--- src/rtl/bfp16_pkg.sv ---
// Shared BFP16 definitions for the matmul datapath: field widths, special
// encodings and the accumulator state machine encoding.
package bfp16_pkg;
  localparam int DATA_W = 16;
  localparam int EXP_W  = 8;
  localparam int FRAC_W = 7;

  localparam logic [EXP_W-1:0]  BIAS    = 8'd127;
  localparam logic [EXP_W-1:0]  EXP_MAX = 8'hFF;
  localparam logic [DATA_W-1:0] QNAN    = 16'hFFFF;
  localparam logic [DATA_W-1:0] PINF    = 16'h7F80;
  localparam logic [DATA_W-1:0] NINF    = 16'hFF80;

  typedef enum logic [1:0] {
    S_WAIT  = 2'd0,
    S_ALIGN = 2'd1,
    S_NORM  = 2'd2,
    S_OUT   = 2'd3
  } state_t;
endpackage

--- src/rtl/bfp16_lzc.sv ---
// Leading-zero counter: returns the number of zero bits above the most
// significant set bit of din, or W when din is all zeros.
module bfp16_lzc #(
  parameter int W  = 17,
  parameter int CW = $clog2(W + 1)
) (
  input  logic [W-1:0]  din,
  output logic [CW-1:0] count
);
  always_comb begin
    count = CW'(W);
    // Scanning upward lets the highest set bit have the final say.
    for (int i = 0; i < W; i++) begin
      if (din[i]) count = CW'(W - 1 - i);
    end
  end
endmodule

--- src/rtl/bfp16_accum.sv ---
// BFP16 dot-product accumulator: sums a stream of products into a
// wide-mantissa running sum and emits the truncated BFP16 result on last.
module bfp16_accum
  import bfp16_pkg::*;
#(
  parameter int ACC_M_W = 16,
  parameter int CNT_W   = 12
) (
  input  logic              clk,
  input  logic              rst,
  input  logic              in_valid,
  output logic              in_ready,
  input  logic [15:0]       in_data,
  input  logic              in_last,
  output logic              out_valid,
  input  logic              out_ready,
  output logic [15:0]       out_data,
  output logic [CNT_W-1:0]  out_count,
  output state_t            dbg_state
);
  // Handshakes: a transfer happens on a rising edge where valid && ready;
  // in_ready is high only in S_WAIT, out_valid only in S_OUT, and the
  // result stays stable until the consumer takes it.

  localparam int GUARD_W = ACC_M_W - FRAC_W - 1;
  localparam int LZ_W    = $clog2(ACC_M_W + 2);

  state_t state_q, state_d;

  logic [15:0]         lat_data;
  logic                lat_last;
  logic                acc_sign;
  logic [EXP_W-1:0]    acc_exp;
  logic [ACC_M_W-1:0]  acc_mant;
  logic                a_sign, b_sign;
  logic [ACC_M_W-1:0]  a_mant, b_mant;
  logic [EXP_W-1:0]    r_exp;
  logic                nan_flag, inf_flag, inf_sign;
  logic [CNT_W-1:0]    count;

  always_ff @(posedge clk) begin
    if (rst) state_q <= S_WAIT;
    else     state_q <= state_d;
  end

  always_comb begin
    state_d   = state_q;
    in_ready  = 1'b0;
    out_valid = 1'b0;
    case (state_q)
      S_WAIT: begin
        in_ready = 1'b1;
        if (in_valid) state_d = S_ALIGN;
      end
      S_ALIGN: state_d = S_NORM;
      S_NORM:  state_d = lat_last ? S_OUT : S_WAIT;
      S_OUT: begin
        out_valid = 1'b1;
        if (out_ready) state_d = S_WAIT;
      end
      default: state_d = S_WAIT;
    endcase
  end

  // Alignment: specials contribute no mantissa, they only raise flags.
  logic                op_sign, op_nan, op_inf;
  logic [EXP_W-1:0]    op_exp, op_eff, acc_eff, diff, al_exp;
  logic [FRAC_W-1:0]   op_frac;
  logic [ACC_M_W-1:0]  op_mant, al_acc, al_op;

  always_comb begin
    op_sign = lat_data[15];
    op_exp  = lat_data[14:7];
    op_frac = lat_data[6:0];
    op_nan  = (op_exp == EXP_MAX) && (op_frac != '0);
    op_inf  = (op_exp == EXP_MAX) && (op_frac == '0);
    op_mant = {(op_exp != '0), op_frac, {GUARD_W{1'b0}}};
    op_eff  = (op_exp == '0) ? 8'd1 : op_exp;
    if (op_exp == EXP_MAX) begin
      op_mant = '0;
      op_eff  = 8'd1;
    end
    acc_eff = (acc_exp == '0) ? 8'd1 : acc_exp;
    if (op_eff > acc_eff) begin
      diff   = op_eff - acc_eff;
      al_op  = op_mant;
      al_acc = (diff >= 8'(ACC_M_W)) ? '0 : (acc_mant >> diff);
      al_exp = op_eff;
    end else begin
      diff   = acc_eff - op_eff;
      al_acc = acc_mant;
      al_op  = (diff >= 8'(ACC_M_W)) ? '0 : (op_mant >> diff);
      al_exp = acc_eff;
    end
  end

  // Normalisation of the signed-magnitude sum.
  logic [ACC_M_W:0]    sum;
  logic                sum_sign, n_sign, n_ovf;
  logic [LZ_W-1:0]     lz;
  logic [EXP_W-1:0]    sh, max_sh, n_exp;
  logic [ACC_M_W-1:0]  n_mant;

  bfp16_lzc #(.W(ACC_M_W + 1), .CW(LZ_W)) u_lzc (
    .din   (sum),
    .count (lz)
  );

  always_comb begin
    if (a_sign == b_sign) begin
      sum      = {1'b0, a_mant} + {1'b0, b_mant};
      sum_sign = a_sign;
    end else if (a_mant >= b_mant) begin
      sum      = {1'b0, a_mant} - {1'b0, b_mant};
      sum_sign = a_sign;
    end else begin
      sum      = {1'b0, b_mant} - {1'b0, a_mant};
      sum_sign = b_sign;
    end
    n_sign = sum_sign;
    n_ovf  = 1'b0;
    sh     = '0;
    max_sh = r_exp - 8'd1;
    n_mant = sum[ACC_M_W-1:0];
    n_exp  = r_exp;
    if (sum[ACC_M_W]) begin
      n_mant = sum[ACC_M_W:1];
      n_exp  = r_exp + 8'd1;
      n_ovf  = (r_exp == EXP_MAX - 8'd1);
    end else if (sum == '0) begin
      n_mant = '0;
      n_exp  = '0;
      n_sign = 1'b0;
    end else begin
      // lz counts the carry bit too; the shift is capped so the exponent
      // bottoms out at the denormal effective exponent of 1.
      sh = 8'(lz) - 8'd1;
      if (sh > max_sh) sh = max_sh;
      n_mant = sum[ACC_M_W-1:0] << sh;
      n_exp  = n_mant[ACC_M_W-1] ? (r_exp - sh) : 8'd0;
    end
  end

  always_ff @(posedge clk) begin
    if (rst) begin
      lat_data <= '0;
      lat_last <= 1'b0;
      acc_sign <= 1'b0;
      acc_exp  <= '0;
      acc_mant <= '0;
      a_sign   <= 1'b0;
      b_sign   <= 1'b0;
      a_mant   <= '0;
      b_mant   <= '0;
      r_exp    <= '0;
      nan_flag <= 1'b0;
      inf_flag <= 1'b0;
      inf_sign <= 1'b0;
      count    <= '0;
    end else begin
      case (state_q)
        S_WAIT: begin
          if (in_valid) begin
            lat_data <= in_data;
            lat_last <= in_last;
          end
        end
        S_ALIGN: begin
          a_sign <= acc_sign;
          a_mant <= al_acc;
          b_sign <= op_sign;
          b_mant <= al_op;
          r_exp  <= al_exp;
          if (op_nan) begin
            nan_flag <= 1'b1;
          end else if (op_inf) begin
            if (inf_flag && (inf_sign != op_sign)) nan_flag <= 1'b1;
            inf_flag <= 1'b1;
            inf_sign <= op_sign;
          end
        end
        S_NORM: begin
          if (n_ovf) begin
            if (inf_flag && (inf_sign != n_sign)) nan_flag <= 1'b1;
            inf_flag <= 1'b1;
            inf_sign <= n_sign;
          end else begin
            acc_sign <= n_sign;
            acc_exp  <= n_exp;
            acc_mant <= n_mant;
          end
          if (count != '1) count <= count + 1'b1;
        end
        S_OUT: begin
          if (out_ready) begin
            acc_sign <= 1'b0;
            acc_exp  <= '0;
            acc_mant <= '0;
            nan_flag <= 1'b0;
            inf_flag <= 1'b0;
            inf_sign <= 1'b0;
            count    <= '0;
          end
        end
        default: ;
      endcase
    end
  end

  always_comb begin
    if (nan_flag)      out_data = QNAN;
    else if (inf_flag) out_data = inf_sign ? NINF : PINF;
    else               out_data = {acc_sign, acc_exp, acc_mant[ACC_M_W-2 -: FRAC_W]};
  end

  assign out_count = count;
  assign dbg_state = state_q;
endmodule

--- config.mk ---
export PLATFORM = sky130hd
export DESIGN_NAME = bfp16_accum
export DESIGN_NICKNAME = d
export VERILOG_FILES = /design/src/rtl/bfp16_pkg.sv /design/src/rtl/bfp16_lzc.sv /design/src/rtl/bfp16_accum.sv
export SDC_FILE = /design/constraint.sdc
export NUM_CORES = 1
export LEC_CHECK = 0
export ABC_AREA = 1
export CAP_MARGIN = 10
export CORE_ASPECT_RATIO = 0.5
export CORE_MARGIN = 4
export CORE_UTILIZATION = 25
export CTS_CLUSTER_DIAMETER = 120
export DETAILED_ROUTE_END_ITERATION = 16
export PLACE_DENSITY = 0.39
export SLEW_MARGIN = 5
export SYNTH_ARGS = -nofsm -noshare
export SYNTH_HDL_FRONTEND = slang
export SYNTH_SLANG_ARGS = --single-unit
export TNS_END_PERCENT = 100
--- constraint.sdc ---
create_clock -name clk -period 9.4 [get_ports clk]
set_input_delay 1.88 -clock clk [delete_from_list [all_inputs] [get_ports clk]]
set_output_delay 1.88 -clock clk [all_outputs]
set_load 0.02 [all_outputs]
==> reports/qor.csv, run 1 <==
stage,metric,value,unit
grt,vias in the first global route,10701,
power,Peak VDD IR,0.0001031,V
cells_and_area,share of post-route cells with drive strength above 1,0.05989,
floorplanning,IO Pins,53,
clock_network,Skew-Pair Late Insertion Delay,0.36,ns
routing,post-DR wirelength/cell,17.83,um
cells_and_area,area delta synth->final,10.54,%
flow_run,Max Cap Viol,0,
placement,IO Port Bufs,52,
placement,placer congestion estimate,0.8776,
yosys,synthesized instance count,1781,
yosys,post-synthesis sequential area ratio,0.1849,
cells_and_area,"most common cell after layout, fill and taps aside",nand2_1,
critical_path,CP peak stage delay,0.58,ns
sta,period utilisation layout,0.8303,
clock_network,CTS resizes,0,
critical_path,Arrival @ worst endpoint,8.10,ns
yosys,Synth Net Count,1889,
critical_path,Crit. End Element,flop,
grt,met3 GRT Util,0.02401,
sta,Final setup viols,0,
sta,RSZ-0062 raised after global routing,false,
floorplanning,die height,155.9,um
critical_path,Setup CP Type,reg -> reg,
routing,Starting DRT DRC Count,890,
yosys,ys async rst share,0,
floorplanning,Die ar.,47360,um2
cells_and_area,most frequent cells in the layout,"424 x nand2_1, 215 x inv_1, 165 x a21oi_1, 134 x o21ai_0",
grt,M2 GR Usage,0.2577,
cells_and_area,fin area,12090,um2
critical_path,worst path required time,9.69,ns
sta,final hold vios,0,
yosys,number of flops mapped to enable cells by yosys,0,
yosys,Synth Cell Area,10940,um2
power,Pint,0.001355,W
clock_network,Max clock buf depth,2,
grt,grt ovf,0,
critical_path,crit-path most repeated cell,nand2_1,
routing,vias per std cell,4.882,
routing,ANT nets after route,0,
power,Clock Power Share,0.116,
routing,drt first pass iters,5,
sta,Post-Route Setup TNS,0,ns
power,Pwr Density,267.3,nW/um2
floorplanning,core area,42570,um2
sta,Worst-Margin Slew,1.139,ns
routing,drt drc,0,
floorplanning,initial core utilization,0.2569,
yosys,synthesized flop and latch total,101,
status,outcome,"complete, no violations",
grt,GR Layer Usage met1,0.2644,
critical_path,CP max FO,21,
floorplanning,die width,303.8,um
clock_network,H-tree depth,3,
clock_network,TritonCTS buffer count,9,
clock_network,hold buffer count at CTS,0,
critical_path,Worst setup SP type,flop,
routing,via count,11464,
power,Sw Share,0.5807,
cells_and_area,Final #Nets,1873,
power,Pleak,5.215,nW
sta,final setup margin,1.595,ns
power,Switching Power,0.001876,W
hold_path,Worst Hold Class,reg -> reg,
yosys,warning count from the yosys run,0,
grt,Most Crowded Layer GR,met1,
grt,initial antenna violation count,0,
placement,detailed placement HPWL,33590,um
grt,largest net degree at the start of global routing,59,
sta,slew margin rel.,0.2401,
sta,clock period minus worst slack,7.805,ns
clock_network,clock transition at the registers of the reported paths,0.08,ns
placement,dpl ws,1.647,ns
clock_network,CTS tree,done,
routing,total length of routed wires,41860,um
yosys,synthesized area per cell,6.140,um2
sta,Final Max Tran Viols,0,
grt,first-pass GRT wire length,64370,um
clock_network,CTS Root Buffer Type,clkbuf_16,
clock_network,Setup Buffers After CTS,0,
power,Gate power share,0.727,
placement,Post-DP Area,11800,um2
floorplanning,Rows,53,
yosys,Main synth FF type,dfxtp_1,
yosys,Yosys cell types,63,
critical_path,Crit-path slowest cell,ha_1,
power,Flop pwr share,0.157,
clock_network,CTS Sinks,101,
sta,Final Skew,0.008655,ns
sta,Max Freq,128.1,MHz
grt,Total GRT Usage,0.1713,
==> metrics by stage <==
step	std cells	total power [W]	util	hold slack, ns
floorplan	1781	0.002251	-	0.4446
global placement	2331	0.002894	0.2772	0.4599
detailed placement	2331	0.002836	0.2772	0.4618
CTS	2347	0.003224	0.2839	0.4743
global route	2347	0.003537	0.2839	0.4915
finish	2348	0.003231	0.2839	0.4728
==> worst max-delay path, delay by kind of cell, from the launching register on <==
kind,cells,cell delay (ns)
AND/OR/NAND/NOR,33,3.03
adder cells (fa/ha/maj),5,1.79
AO/OA/AOI/OAI,8,1.58
buffers and inverters,4,0.88
flip-flops,1,0.40
==> synth_stat cells, types with 12 or more instances <==
cell,instances,share of area
nand2_1,424,0.15
inv_1,215,0.074
a21oi_1,165,0.076
o21ai_0,134,0.061
nor2_1,132,0.045
nand3_1,131,0.060
dfxtp_1,101,0.18
ha_1,81,0.093
clkbuf_1,60,0.021
xor2_1,51,0.041
a31oi_1,24,0.014
nor3_1,21,0.0096
o211ai_1,18,0.012
o21ai_1,17,0.0078
nand4_1,15,0.0086
nand2_2,12,0.0069
==> area by class of cell <==
class	count	area, um2
Fill cell	4869	30490
Multi-Input combinational cell	1360	7597
Sequential cell	101	2022
Inverter	232	877.1
Tap cell	577	721.9
Timing Repair Buffer	61	583.1
Clock buffer	9	225.2
Clock inverter	7	58.81
Antenna cell	1	2.502
==> power groups by stage <==
stage          Sequential (W)  Combinational [W]  Clock (W)
5_1_grt              0.000513            0.00262   0.000404
3_3_place_gp         0.000518            0.00238          0
6_report             0.000508            0.00235   0.000374
4_1_cts              0.000508            0.00233   0.000388
2_1_floorplan        0.000490            0.00176          0
3_5_place_dp         0.000518            0.00232          0
==> sequential cells by signal (all words and copies together) (netlist names) <==
register   flops
a_mant        16
a_sign         1
acc_exp        8
acc_mant      16
acc_sign       1
b_mant        16
b_sign         1
dbg_state      2
inf_flag       1
inf_sign       1
lat_data      16
lat_last       1
nan_flag       1
out_count     12
r_exp          8
==> cells by family after synthesis <==
logic type	Yosys count	share of synthesized area
AND/OR/NAND/NOR	789	0.3173
adder cells (fa/ha/maj)	87	0.1037
flip-flops	101	0.1849
AO/OA/AOI/OAI	421	0.2204
multiplexers	6	0.005492
buffers and inverters	320	0.1206
XOR/XNOR	57	0.04771
==> per-layer routing <==
layer | wire length (um) | part of all wire | up-vias
li1 | - | - | 5821
met1 | 22430 | 0.54 | 5342
met2 | 17120 | 0.41 | 285
met3 | 2048 | 0.049 | 16
met4 | 268 | 0.0064 | 0
met5 | 0 | 0 | -
==> final timing paths <==
check	slack, ns	from	cells past startpoint	to
worst max-delay path	1.60	a_mant[10]$_SDFFE_PP0P_	50	acc_exp[4]$_SDFFE_PP0P_
worst min register to register	0.47	acc_sign$_SDFFE_PP0P_	2	acc_sign$_SDFFE_PP0P_
worst min-delay path	0.47	acc_sign$_SDFFE_PP0P_	2	acc_sign$_SDFFE_PP0P_
worst max register to register	1.60	a_mant[10]$_SDFFE_PP0P_	50	acc_exp[4]$_SDFFE_PP0P_
No activity file was read; power rests on OpenSTA's default activity.
==> inputs of run 2 (changes only) <==
--- a/config.mk
+++ b/config.mk
@@ -12,7 +12,7 @@
 export CORE_UTILIZATION = 25
 export CTS_CLUSTER_DIAMETER = 120
 export DETAILED_ROUTE_END_ITERATION = 16
-export PLACE_DENSITY = 0.39
+export PLACE_DENSITY = 0.4
 export SLEW_MARGIN = 5
 export SYNTH_ARGS = -nofsm -noshare
 export SYNTH_HDL_FRONTEND = slang
==> constraint.sdc (replaced) <==
create_clock -name clk -period 6.4 [get_ports clk]
set_input_delay 1.28 -clock clk [delete_from_list [all_inputs] [get_ports clk]]
set_output_delay 1.28 -clock clk [all_outputs]
set_load 0.02 [all_outputs]
==> run 2 against run 1 <==
Flip-flop and latch count stayed put. Setup slack worse by 1.1 ns. Combinational power is 57% higher. Hold slack worse by 0.0036 ns. Sequential share of layout area is 0.67 points lower. Routed wire length hardly changed. Die area stayed put. Utilization is 1.6 points higher. Register-to-register slack worse by 1.1 ns. First-iteration DRC count is 7.4% higher. Largest power group unchanged. Highest routed layer unchanged.
==> reports/qor.csv, run 2 (synthesized netlist as in run 1, its figures left out) <==
stage,metric,value,unit,change
cells_and_area,Antenna diodes,0,,was 1
sta,Max Freq,169.8,MHz,was 128.1 MHz
clock_network,hold buffer count at CTS,0,,unchanged
cells_and_area,# fillers,4892,,"was 4,869"
routing,drt drc,0,,unchanged
cells_and_area,share of post-route cells with drive strength above 1,0.1176,,was 0.05989
placement,detailed placement HPWL,34370,um,"was 33,590 um"
routing,routed wl met2,16400,um,"was 17,120 um"
routing,Starting DRT DRC Count,956,,was 890
cells_and_area,area of the multi-input gates,7777,um2,was 7597 um2
critical_path,Setup CP Type,reg -> reg,,unchanged
power,Pleak,5.522,nW,was 5.215 nW
routing,post-DR wirelength/cell,17.41,um,was 17.83 um
grt,first-pass GRT wire length,64540,um,"was 64,370 um"
floorplanning,initial core utilization,0.2569,,unchanged
cells_and_area,most frequent cells in the layout,"419 x nand2_1, 214 x inv_1, 160 x a21oi_1, 131 x nand3_1, 129 x nor2_1",,"was 424 x nand2_1, 215 x inv_1, 165 x a21oi_1, 134 x o21ai_0"
routing,Top Metal Used,met4,,unchanged
routing,met1 WL,23340,um,"was 22,430 um"
grt,largest net degree at the start of global routing,59,,unchanged
critical_path,Crit. End Element,flop,,unchanged
cells_and_area,area delta synth->final,16.70,%,was 10.54%
hold_path,Worst Hold Class,reg -> reg,,unchanged
routing,vias per std cell,4.808,,was 4.882
clock_network,Max clock buf depth,2,,unchanged
sta,Final setup viols,0,,unchanged
sta,Final Skew,0.01077,ns,was 0.008655 ns
floorplanning,Rows,53,,unchanged
grt,Total GRT Usage,0.1716,,was 0.1713
sta,slew margin rel.,0.2763,,was 0.2401
clock_network,Skew-Pair Late Insertion Delay,0.35,ns,was 0.36 ns
clock_network,TritonCTS buffer count,9,,unchanged
sta,Final Max Tran Viols,0,,unchanged
sta,Worst-Margin Slew,1.084,ns,was 1.139 ns
placement,IO Port Bufs,52,,unchanged
critical_path,Worst setup SP type,flop,,unchanged
clock_network,CTS tree,done,,unchanged
routing,ANT nets after route,0,,unchanged
routing,total length of routed wires,41900,um,"was 41,860 um"
clock_network,CTS Root Buffer Type,clkbuf_16,,unchanged
critical_path,Arrival @ worst endpoint,6.18,ns,was 8.10 ns
cells_and_area,Seq. cell area,2049,um2,was 2022 um2
routing,drt first pass iters,5,,unchanged
floorplanning,die width,303.8,um,unchanged
routing,via count,11567,,"was 11,464"
floorplanning,core area,42570,um2,unchanged
critical_path,Worst Setup EP,acc_exp[4]$_SDFFE_PP0P_,,unchanged
placement,placer congestion estimate,0.8834,,was 0.8776
cells_and_area,Final #Nets,1932,,"was 1,873"
grt,grt ovf,0,,unchanged
critical_path,R2R Path End,acc_exp[4]$_SDFFE_PP0P_,,unchanged
floorplanning,Die ar.,47360,um2,unchanged
grt,initial antenna violation count,1,,was 0
floorplanning,IO Pins,53,,unchanged
flow_run,Max Cap Viol,0,,unchanged
sta,clock period minus worst slack,5.888,ns,was 7.805 ns
cells_and_area,"most common cell after layout, fill and taps aside",nand2_1,,unchanged
clock_network,CTS Sinks,101,,unchanged
critical_path,WP buf/inv,8,,was 4
critical_path,Worst path top cell family by delay,simple AND/OR/NAND/NOR gates,,unchanged
critical_path,worst r2r path cells,50,,unchanged
critical_path,Crit-path slowest cell,dfxtp_4,,was ha_1
critical_path,CP max FO,7,,was 21
floorplanning,die height,155.9,um,unchanged
grt,vias in the first global route,10895,,"was 10,701"
clock_network,clock transition at the registers of the reported paths,0.08,ns,about the same
placement,placed cell count,2390,,"was 2,331"
status,outcome,"complete, no violations",,unchanged
critical_path,worst path required time,6.69,ns,was 9.69 ns
critical_path,"setup slack, reg-to-reg",0.51,ns,was 1.60 ns
critical_path,Critical R2R Launch,b_mant[0]$_SDFFE_PP0P_,,was a_mant[10]$_SDFFE_PP0P_
power,Pwr Density,394.1,nW/um2,was 267.3 nW/um2
routing,met3 routed WL,1799,um,was 2048 um
sta,period utilisation layout,0.9200,,was 0.8303
critical_path,CP startpoint,b_mant[0]$_SDFFE_PP0P_,,was a_mant[10]$_SDFFE_PP0P_
sta,Post-Route Setup TNS,0,ns,unchanged
sta,final hold vios,0,,unchanged
critical_path,CP peak stage delay,0.37,ns,was 0.58 ns
clock_network,H-tree depth,3,,unchanged
cells_and_area,fin cells,2406,,"was 2,348"
critical_path,crit-path most repeated cell,nand2_1,,unchanged
power,Peak VDD IR,0.0002463,V,was 0.0001031 V
critical_path,Worst path depth,50,,unchanged
==> run 2: worst reg2reg max path: cells and delay by family (launching register included) <==
family | cells | cell delay (ns)
simple gates | 26 | 1.99
fa+ha+maj | 6 | 1.61
compound gates | 10 | 1.10
buf+inv | 8 | 0.77
flops | 1 | 0.37
==> run 2: worst min-delay path by stage <==
| stage | start | end | slack (ns) | cells after the start |
|---|---|---|---|---|
| 6_report | acc_sign$_SDFFE_PP0P_ | acc_sign$_SDFFE_PP0P_ | 0.47 | 2 |
| 5_1_grt | acc_mant[7]$_SDFFE_PP0P_ | acc_mant[7]$_SDFFE_PP0P_ | 0.49 | 2 |
| 4_1_cts | acc_sign$_SDFFE_PP0P_ | acc_sign$_SDFFE_PP0P_ | 0.47 | 2 |
| 3_5_place_dp | acc_sign$_SDFFE_PP0P_ | acc_sign$_SDFFE_PP0P_ | 0.46 | 2 |
| 3_3_place_gp | acc_sign$_SDFFE_PP0P_ | acc_sign$_SDFFE_PP0P_ | 0.46 | 2 |
| 2_1_floorplan | lat_data[0]$_SDFFE_PP0P_ | lat_data[0]$_SDFFE_PP0P_ | 0.44 | 2 |
==> run 2: power by group <==
part / switching, W / internal [W]
clock network: 0.000272 / 0.000311
logic: 0.00245 / 0.00126
registers: 0.0000686 / 0.000676
total: 0.00279 / 0.00224
==> run 2: area by class of cell <==
class,instances,share of cell area
flip-flops and latches,101,0.1606
repair buffers,120,0.08069
multi-input cells,1360,0.6094
clock inverters,6,0.005882
inverters,232,0.06892
well taps,577,0.05657
clock buffers,10,0.01794
==> run 2: metal layers <==
layer	GRT usage	vias to the layer above
met4	0.02767	0
met5	0	-
met2	0.2441	256
met1	0.2774	5342
met3	0.01641	19
li1	-	5950
==> run 2: repair_timing <==
| item | 4_1_cts | 5_1_grt |
|---|---|---|
| endpoints found under the setup margin | 0 | 24 |
| setup buffers | 0 | 0 |
| gates resized for setup | 0 | 69 |
==> run 2: through the flow <==
step,setup WS [ns],cell area [um2],utilization,power [W],hold slack (ns)
CTS,0.005894,12550,0.2947,0.004969,0.4677
floorplan,0.6491,10940,-,0.003307,0.4446
global placement,0.03284,12240,0.2876,0.004443,0.4569
detailed placement,0.04510,12240,0.2876,0.004369,0.4558
global route,-0.004860,12760,0.2998,0.005513,0.4878
finish,0.5121,12760,0.2998,0.005030,0.4692
==> inputs of run 3 (changes only) <==
--- a/config.mk
+++ b/config.mk
@@ -8,12 +8,12 @@
 export ABC_AREA = 1
 export CAP_MARGIN = 10
 export CORE_ASPECT_RATIO = 0.5
-export CORE_MARGIN = 4
+export CORE_MARGIN = 2
 export CORE_UTILIZATION = 25
 export CTS_CLUSTER_DIAMETER = 120
 export DETAILED_ROUTE_END_ITERATION = 16
 export PLACE_DENSITY = 0.4
-export SLEW_MARGIN = 5
+export SLEW_MARGIN = 10
 export SYNTH_ARGS = -nofsm -noshare
 export SYNTH_HDL_FRONTEND = slang
 export SYNTH_SLANG_ARGS = --single-unit
==> run 3 against run 2 <==
Routed wire length is 2.9% higher. Largest cell class unchanged. Critical path depth is 9 lower. Via count is 1.7% higher. Count of clock-buffer cells in the layout is 1 lower. Highest routed layer unchanged. Flip-flop and latch count stayed put. Hold slack worse by 0.0025 ns. Global-route usage is 1.4 points higher. Setup slack worse by 0.092 ns.
==> reports/qor.csv, run 3 (synthesized netlist as in run 1, its figures left out) <==
stage,metric,value,unit,change
sta,Final Skew,0.01543,ns,was 0.01077 ns
routing,Starting DRT DRC Count,957,,was 956
clock_network,CTS tree,done,,unchanged
sta,Hold WS,0.4667,ns,was 0.4692 ns
clock_network,Skew-Pair Late Insertion Delay,0.36,ns,was 0.35 ns
grt,largest net degree at the start of global routing,59,,unchanged
routing,post-DR wirelength/cell,17.49,um,was 17.41 um
floorplanning,Rows,54,,was 53
cells_and_area,share of post-route cells with drive strength above 1,0.1604,,was 0.1176
critical_path,crit-path most repeated cell,nand2_1,,unchanged
critical_path,worst r2r path cells,41,,was 50
cells_and_area,area delta synth->final,21.88,%,was 16.70%
critical_path,Crit-path slowest cell,dfxtp_4,,unchanged
grt,first-pass GRT wire length,66510,um,"was 64,540 um"
cells_and_area,Seq. cell area,2051,um2,was 2049 um2
clock_network,TritonCTS buffer count,9,,unchanged
routing,ANT nets after route,0,,unchanged
status,outcome,"complete, no violations",,unchanged
cells_and_area,Layout Utilization,0.3073,,was 0.2998
cells_and_area,most frequent cells in the layout,"408 x nand2_1, 209 x inv_1, 157 x a21oi_1, 128 x nor2_1, 127 x o21ai_0",,"was 419 x nand2_1, 214 x inv_1, 160 x a21oi_1, 131 x nand3_1, 129 x nor2_1"
power,Peak VDD IR,0.0002196,V,was 0.0002463 V
critical_path,R2R Path End,acc_mant[13]$_SDFFE_PP0P_,,was acc_exp[4]$_SDFFE_PP0P_
critical_path,Worst setup SP type,flop,,unchanged
routing,total length of routed wires,43130,um,"was 41,900 um"
routing,via count,11760,,"was 11,567"
clock_network,H-tree depth,3,,unchanged
power,Pleak,5.803,nW,was 5.522 nW
critical_path,Critical R2R Launch,b_mant[3]$_SDFFE_PP0P_,,was b_mant[0]$_SDFFE_PP0P_
clock_network,CTS Root Buffer Type,clkbuf_16,,unchanged
hold_path,Worst Hold Class,reg -> reg,,unchanged
sta,clock period minus worst slack,5.980,ns,was 5.888 ns
placement,detailed placement HPWL,35150,um,"was 34,370 um"
critical_path,CP peak stage delay,0.39,ns,was 0.37 ns
critical_path,CP startpoint,b_mant[3]$_SDFFE_PP0P_,,was b_mant[0]$_SDFFE_PP0P_
cells_and_area,Final #Nets,1980,,"was 1,932"
critical_path,"setup slack, reg-to-reg",0.42,ns,was 0.51 ns
clock_network,Max clock buf depth,2,,unchanged
floorplanning,IO Pins,53,,unchanged
cells_and_area,# fillers,4943,,"was 4,892"
routing,drt drc,0,,unchanged
grt,vias in the first global route,11267,,"was 10,895"
sta,Worst-Margin Slew,0.9428,ns,was 1.084 ns
floorplanning,initial core utilization,0.2521,,was 0.2569
power,Pwr Total,0.005368,W,was 0.005030 W
cells_and_area,area of the multi-input gates,7951,um2,was 7777 um2
placement,IO Port Bufs,52,,unchanged
floorplanning,Die ar.,45530,um2,"was 47,360 um2"
clock_network,hold buffer count at CTS,0,,unchanged
flow_run,Max Cap Viol,0,,unchanged
sta,Final Max Tran Viols,0,,unchanged
clock_network,CTS Sinks,101,,unchanged
cells_and_area,fin area,13330,um2,"was 12,760 um2"
power,Pwr Density,402.8,nW/um2,was 394.1 nW/um2
sta,Final setup viols,0,,unchanged
placement,Post-DP Area,12550,um2,"was 12,240 um2"
sta,final hold vios,0,,unchanged
routing,drt first pass iters,5,,unchanged
placement,placer congestion estimate,0.9096,,was 0.8834
floorplanning,core area,43380,um2,"was 42,570 um2"
critical_path,Worst Setup EP,acc_mant[13]$_SDFFE_PP0P_,,was acc_exp[4]$_SDFFE_PP0P_
critical_path,Arrival @ worst endpoint,6.26,ns,was 6.18 ns
sta,Max Freq,167.2,MHz,was 169.8 MHz
clock_network,clock transition at the registers of the reported paths,0.08,ns,about the same
critical_path,Setup CP Type,reg -> reg,,unchanged
grt,grt ovf,0,,unchanged
grt,initial antenna violation count,1,,unchanged
grt,Total GRT Usage,0.1855,,was 0.1716
floorplanning,die height,151.9,um,was 155.9 um
routing,vias per std cell,4.769,,was 4.808
sta,slew margin rel.,0.3667,,was 0.2763
cells_and_area,"most common cell after layout, fill and taps aside",nand2_1,,unchanged
sta,period utilisation layout,0.9343,,was 0.9200
critical_path,Crit. End Element,flop,,unchanged
floorplanning,die width,299.8,um,was 303.8 um
critical_path,worst path required time,6.68,ns,was 6.69 ns
critical_path,CP max FO,15,,was 7
## run 3: changes by cell type in the layout (fill, tap and decap cells not counted), sizes merged
cell / change
buf: +47
inv: +2
bufinv: -1
clkbuf: -1
diode: +1
nand2: +1
## run 3: through the flow
| stage | std cells | setup TNS (ns) | worst slack [ns] |
|---|---|---|---|
| floorplan | 1781 | 0 | 0.6491 |
| global placement | 2437 | -1.565 | -0.2933 |
| detailed placement | 2437 | -0.3063 | -0.1199 |
| CTS | 2453 | 0 | 0.02001 |
| global route | 2465 | -0.04307 | -0.02628 |
| finish | 2466 | 0 | 0.4203 |
## run 3: worst min-delay path by stage
stage	from	end	slack, ns	cells past startpoint
after floorplan	lat_data[0]$_SDFFE_PP0P_	lat_data[0]$_SDFFE_PP0P_	0.44	2
after global placement	acc_sign$_SDFFE_PP0P_	acc_sign$_SDFFE_PP0P_	0.46	2
after detailed placement	acc_sign$_SDFFE_PP0P_	acc_sign$_SDFFE_PP0P_	0.46	2
after CTS	acc_sign$_SDFFE_PP0P_	acc_sign$_SDFFE_PP0P_	0.47	2
after global routing	acc_sign$_SDFFE_PP0P_	acc_sign$_SDFFE_PP0P_	0.50	2
final	acc_sign$_SDFFE_PP0P_	acc_sign$_SDFFE_PP0P_	0.47	2
## run 3: routing by layer
layer	wire length [um]	vias up	global-route usage	part of all wire
li1	-	6024	-	-
met1	23660	5507	0.2946	0.55
met2	17170	204	0.2625	0.40
met3	1849	25	0.02488	0.043
met4	454	0	0.03095	0.011
met5	0	-	0	0
## run 3: power by group
group          switching, W  internal, W
logic               0.00262      0.00143
clock network      0.000296     0.000279
registers         0.0000645     0.000675
## run 3: layout make-up
| cell class | count | area share |
|---|---|---|
| multi-input combinational | 1361 | 0.5966 |
| sequential | 101 | 0.1539 |
| timing repair buffer | 167 | 0.1056 |
| inverter | 232 | 0.06618 |
| tap | 588 | 0.05520 |
| clock buffer | 9 | 0.01690 |
| clock inverter | 7 | 0.005445 |
| antenna | 1 | 0.0001878 |
## run 3: timing repair
action | CTS | global route
cloned | 0 | 1
setup endpoints to repair | 8 | 24
gates resized for setup | 6 | 112
buffers inserted | 0 | 11
pin swaps | 0 | 21
## run 3: critical path: cells and delay by family, from the launching register on
family,cells,cell delay [ns]
and+or+nand+nor,19,1.87
AOI/OAI and AO/OA,10,1.65
buffers and inverters,7,0.97
adders and majority gates,3,0.69
DFF,1,0.39
xor gates and xnor gates,2,0.33
